**src/rtl/riscv_regfile_sb.sv**
```systemverilog
// riscv_regfile_sb: parametrised register file with registered read ports, write bypass and busy scoreboard
module riscv_regfile_sb #(
  parameter int XLEN = 64,
  parameter int NREG = 32,
  parameter int RD_PORTS = 2,
  parameter bit ZERO_REG = 1,
  localparam int AW = $clog2(NREG)
) (
  input  logic                     clk,
  input  logic                     rst_n,
  input  logic                     rd_en,
  input  logic [RD_PORTS*AW-1:0]   rd_addr,
  output logic [RD_PORTS*XLEN-1:0] rd_data,
  output logic [RD_PORTS-1:0]      rd_busy,
  input  logic                     wr_en,
  input  logic [AW-1:0]            wr_addr,
  input  logic [XLEN-1:0]          wr_data,
  input  logic                     rsv_en,
  input  logic [AW-1:0]            rsv_addr,
  output logic [NREG-1:0]          busy_vec,
  output logic [AW:0]              busy_cnt
);
  logic [XLEN-1:0] regs [NREG];
  logic [NREG-1:0] busy_nxt;
  logic [AW:0] cnt_nxt;
  logic [RD_PORTS*XLEN-1:0] rd_data_nxt;
  logic [RD_PORTS-1:0] rd_busy_nxt;
  logic wr_ok;
  assign wr_ok = wr_en && !(ZERO_REG && wr_addr == '0);
  // reservation wins over a same-edge write: it belongs to a newer producer
  always_comb begin
    busy_nxt = '0;
    cnt_nxt = '0;
    for (int r = 0; r < NREG; r++) begin
      busy_nxt[r] = (rsv_en && rsv_addr == AW'(r) && !(ZERO_REG && r == 0)) ? 1'b1 :
                    (wr_en && wr_addr == AW'(r)) ? 1'b0 : busy_vec[r];
      cnt_nxt = cnt_nxt + (AW+1)'(busy_nxt[r]);
    end
  end
  for (genvar p = 0; p < RD_PORTS; p++) begin : g_rd
    logic [AW-1:0] a;
    logic z;
    assign a = rd_addr[p*AW +: AW];
    assign z = ZERO_REG && a == '0;
    assign rd_data_nxt[p*XLEN +: XLEN] = z ? '0 : (wr_ok && wr_addr == a) ? wr_data : regs[a];
    assign rd_busy_nxt[p] = !z && busy_nxt[a];
  end
  always_ff @(posedge clk or negedge rst_n) begin
    if (!rst_n) begin
      for (int r = 0; r < NREG; r++) regs[r] <= '0;
      rd_data <= '0;
      rd_busy <= '0;
      busy_vec <= '0;
      busy_cnt <= '0;
    end else begin
      if (wr_ok) regs[wr_addr] <= wr_data;
      if (rd_en) begin
        rd_data <= rd_data_nxt;
        rd_busy <= rd_busy_nxt;
      end
      busy_vec <= busy_nxt;
      busy_cnt <= cnt_nxt;
    end
  end
endmodule

```
**config.mk**
```make
export PLATFORM = sky130hd
export DESIGN_NAME = riscv_regfile_sb
export DESIGN_NICKNAME = d
export VERILOG_FILES = /design/src/rtl/riscv_regfile_sb.sv
export SDC_FILE = /design/constraint.sdc
export NUM_CORES = 2
export LEC_CHECK = 0
export BUFFER_PORTS_ARGS = -buffer_cell sky130_fd_sc_hd__buf_2
export CORE_MARGIN = 2
export CORE_UTILIZATION = 55
export DETAILED_ROUTE_END_ITERATION = 7
export PLACE_DENSITY = 0.74
export RECOVER_POWER = 50
export SKIP_CTS_REPAIR_TIMING = 1
export SYNTH_ARGS = -nofsm -noshare
export SYNTH_HDL_FRONTEND = slang
export SYNTH_SLANG_ARGS = --single-unit
export TNS_END_PERCENT = 10
```
**constraint.sdc**
```tcl
create_clock -name clk -period 5.5 [get_ports clk]
set_clock_uncertainty 0.2 [all_clocks]
set_input_delay 1.1 -clock clk [delete_from_list [all_inputs] [get_ports clk]]
set_output_delay 1.1 -clock clk [all_outputs]
set_load 0.02 [all_outputs]
```
Word level (Yosys, flattened, before mapping)
Cells that the tools add are included.

Register bits: 2216. Latch bits: 0. RAM bits: 0. Bits in read-only memories: 0. Input bits: 89. Output and inout port bits: 168. Word-level logic and storage cells: 295. Memories: 0.

Add/sub/neg operators: 31. Multiply operators: 0. Div/mod/pow operators: 0. Magnitude comparators: 6. Eq/ne operators: 64. Shift operators: 0. Mux-type cells: 80. Bitwise logic cells: 3. Reduce and logical (&&, ||, !) cells: 75.

Operator list (number): 2048-bit bitwise mux (1); 64-bit binary-select mux with 5-bit select (2); 64-bit 2-to-1 mux (9); 64-bit demux with 5-bit select (1); 5-bit equality test, second input constant (32); 6-bit by 1-bit adder with 6-bit output (26); 5-bit by 4-bit equality test with 1-bit output, second input constant (16); 1-bit logical AND (69); 1-bit 2-to-1 mux (65); 5-bit by 3-bit equality test with 1-bit output, second input constant (8); 5-bit by 2-bit equality test with 1-bit output, second input constant (4); 6-bit >= comparator, second input constant (3); 5-bit inverter with 6-bit output (3); 5-bit logical NOT (3); 5-bit by 6-bit less-than comparator with 1-bit output, second input constant (2); 1-bit binary-select mux with 5-bit select (2); 5-bit by 1-bit equality test with 1-bit output, second input constant (2); 5-bit equality test (2); 5-bit by 1-bit adder with 6-bit output (1); 6-bit by 1-bit less-than comparator with 1-bit output, second input constant (1); 4-bit by 1-bit adder with 5-bit output (1); 3-bit by 1-bit adder with 4-bit output (1); 2-bit by 1-bit adder with 3-bit output (1); 1-bit logical NOT (3); 1-bit by 1-bit adder with 2-bit output (1).

Logic depth before layout (Yosys ltp)
Depth in word-level cells: 35. Depth in mapped cells: 20. Mapped depth without buffers: 19.

Least setup slack after synthesis
No wires, ideal clock.

Path kind: in2reg. Start: input wr_addr[2]. End: register busy_cnt[4]. Library setup time: 0.080 ns. Arrival time: 6.155 ns. Data required time: 5.220 ns. Path slack: -0.935 ns. Stages on the path: 18. Buffers on the path: 2. Path through: buf_4 -> and2_1 -> clkbuf_1 -> and2_1 -> o21ai_0 -> fa_1 -> inv_1 -> fa_1 -> fa_1 -> fa_1 -> fa_1 -> inv_1 -> fa_1 -> ha_1 -> fa_1 -> a21o_1 -> a21oi_1 -> xnor2_1.

Elaborated cells between the ends (all ways): 158. Classes of those cells: add/sub (31); eq/ne (31); mux (63); reduce/logical (33).

RTL lines: start: declaration (line 16) `input logic [AW-1:0] wr_addr,`; 5-bit by 4-bit equality test with 1-bit output (line 36) `(wr_en && wr_addr == AW'(r)) ? 1'b0 : busy_vec[r];`; 1-bit logical AND (line 36); 1-bit 2-to-1 mux (line 36); 1-bit 2-to-1 mux (line 35) `busy_nxt[r] = (rsv_en && rsv_addr == AW'(r) && !(ZERO_REG && r == 0)) ? 1'b1 :`; net busy_nxt[13] (line 24) `logic [NREG-1:0] busy_nxt;`; 6-bit by 1-bit adder with 6-bit output (19 in a row) (line 37) `cnt_nxt = cnt_nxt + (AW+1)'(busy_nxt[r]);`; net cnt_nxt[4] (line 25) `logic [AW:0] cnt_nxt;`; end signal: assignment (line 62) `busy_cnt <= cnt_nxt;`; end: declaration (line 21) `output logic [AW:0] busy_cnt`.

The timed path passes the listed nets, and every way through them passes these cells. A chain may end at the register's enable or synchronous reset.

Final worst setup path
Start: input wr_addr[4]. End: register busy_cnt[4].

The elaborated chain is that of the path after synthesis.

==> results.yml <==
critical_path:
  crit_fanout: 7
  crit_slowest_cell: "fa_1"
  crit_top_cell: "fa_1"
  crit_buf_inv: 3
  crit_chain: "buf_2 > and4bb_4 > and2_4 > o21ai_2 > fa_1 > inv_1 > fa_1 > fa_1 > fa_1 > fa_1 > inv_1 > fa_1 > ha_2 > fa_2 > a21o_1 > a21oi_2 > xnor2_1"
  path_class: "in2reg"
  crit_path_end_kind: "flop"
  required_ps: 6130
  cp.arrival_ps: 6050
  cp-start-kind: "input pin"
  crit_family: "adder cells"
  critPathMaxStageDelay_ps: 580
die:
  dieArea_sq_um: 216000
  start_util: 0.552
  die_w_um: 465
  die_y_um: 465
  io_pins: 257
  rows: 169
  core_sq_um: 212000
synthesis:
  ys.flop_type: "dfrtp_1"
  seq_area_frac_synth: 0.474
  synth_edf_count: 0
  syn_nets: 8426
  ys_async_sr_fraction: 1.00
  syn_area_sq_um: 117000
  yosys.area.top_type: "dfrtp_1"
  synth.distinct_cells: 61
  synth.area.top_cells: "dfrtp_1, mux2_2, mux4_2"
  synth_top_cell_area_share: 0.474
  synth_seq_cells: 2216
  ys_warn_count: 0
  avgSynthCellArea_sq_um: 14.1
  netlist_instances: 8306
sta:
  finalMaxSlewViolations: 114
  relSlewSlack: -1.93
  hold_viol: 0
  fin_crit_ps: 5420
  finalSetupViolCount: 0
  finalCritPeriodShare: 0.986
  worst_pin_slew_ps: 4400
  fmax_mhz: 184
  rsz0062_at_grt: "true"
placed_design:
  hpwl_um: 204000
  portBuffers: 256
  place_congestion: 0.901
  dpl_cell_area_sq_um: 122000
route:
  wl_met3_um: 37200
  wire_per_inst_um: 32.7
  firstDrtPassIters: 8
  wl_um: 366000
  dr.first_iter.drc_count: 9404
  drc: 0
  via_count: 79200
  wl_met2_um: 169000
  top_layer: "met5"
  wirelength_met1_um: 143000
  avgViaCountPerCell: 7.06
  drtAntennaViolNets: 0
worst_hold_path:
  worstHoldPathType: "reg2reg"
global_route:
  grt_antenna_before_repair: 17
  grt_pass1_vias: 81600
  overflow: 0
  grt_start_max_net_pins: 130
  grtUsageTotal: 0.338
  grt_pass1_wl_um: 545000
pwr:
  leakage_nw: 57.2
  vdd.ir_drop.worst_mv: 1.77
  power_per_cell_area_nw_per_um2: 394
  power.total_w: 0.0510
run_status:
  outcome: "complete, but fails checks"
  violations: "capacitance limit, slew limit"
cts:
  numCtsBuffers: 230
  cts_sinks: 2216
  cts_buffer_depth: 3
  root_buffer: "clkbuf_16"
  clkTransAtPathRegs_ps: 60
  cts_tree: "built"
  insertion_delay_ps: 920
  h-tree-depth: 4
run:
  cap_violations: 1
layout:
  final_cell_mix: "dfrtp_1, mux2_2, mux4_2"
  drive_gt1_frac: 0.446
  postLayoutCellArea_sq_um: 129000
  nNetsFinal: 8306
  syn2layout_area_growth_pct: 10.7
  layout_commonest_cell: "dfrtp_1"
report_power, final:
part | switching, W | internal (W) | total [W]
clock | 0.00680 | 0.00931 | 0.0161
combinational | 0.00585 | 0.00721 | 0.0131
sequential | 0.00232 | 0.0195 | 0.0218
logic make-up after synthesis:
family          after synthesis  synth area share
simple gates                923            0.0337
buf+inv                     977            0.0362
compound gates              857            0.0551
fa+ha+maj                    31           0.00486
mux                        3289             0.395
xor+xnor                     13          0.000974
flops                      2216             0.474
cells in the mapped netlist, drive strengths merged (8+ instances only):
master	count
a221oi	310
nand4	17
fa	24
inv	45
mux2i	560
nor2	211
a211oi	9
nand3	45
a22o	10
a21oi	122
a221o	116
nand2	526
mux4	873
a22oi	79
xnor2	8
o21ai	163
clkbuf	661
dfrtp	2216
nor2b	77
mux2	1856
buf	270
worst register-to-register path, delay by kind of cell, from the launching register on:
kind / cells / cell delay (ps)
XOR/XNOR: 1 / 140
flip-flops: 1 / 420
buffers and inverters: 3 / 190
AO/OA/AOI/OAI: 3 / 520
adder cells (fa/ha/maj): 8 / 3510
flip-flops by register name, indices dropped and copies added (netlist names):
register / flops
busy_cnt: 6
busy_vec: 32
rd_busy: 2
rd_data: 128
regs: 2048
path summary, 6_finish.rpt:
path,depth (start not counted),endpoint,slack [ps],startpoint
worst max register to register,15,busy_cnt[4],440,busy_vec[3]
worst max-delay path,17,busy_cnt[4],80,wr_addr[4]
min in group asynchronous,1,busy_cnt[1],1450,rst_n
worst min register to register,0,regs[2041],200,regs[2041]
max in group asynchronous,2,regs[719],640,rst_n
worst min-delay path,0,regs[2041],200,regs[2041]
routing by layer:
layer | vias to the layer above | GRT usage
li1 | 31400 | -
met1 | 42200 | 0.461
met2 | 4544 | 0.520
met3 | 1016 | 0.0803
met4 | 10 | 0.151
met5 | - | 0
cell type report:
cell class | instances | area (sq um)
fillers | 15600 | 82300
multi-input cells | 5113 | 57600
flip-flops and latches | 2216 | 55500
clock buffers | 350 | 6890
repair buffers | 579 | 4790
well taps | 2821 | 3530
clock inverters | 74 | 925
inverters | 46 | 193
diodes | 14 | 35.0
per-stage QoR:
stage                     TNS [ps]  instances  setup WS [ps]  hold slack (ps)   util
after floorplan              -2120       8306           -542              241      -
after global placement       -3890      10800           -845              180  0.574
after detailed placement     -4150      10800           -907              187  0.574
after CTS                        0      11200           57.4             4.12  0.611
after global routing         -27.6      11200          -27.6              216  0.611
final                            0      11200           78.2              203  0.611
No activity file was read; power rests on OpenSTA's default activity.
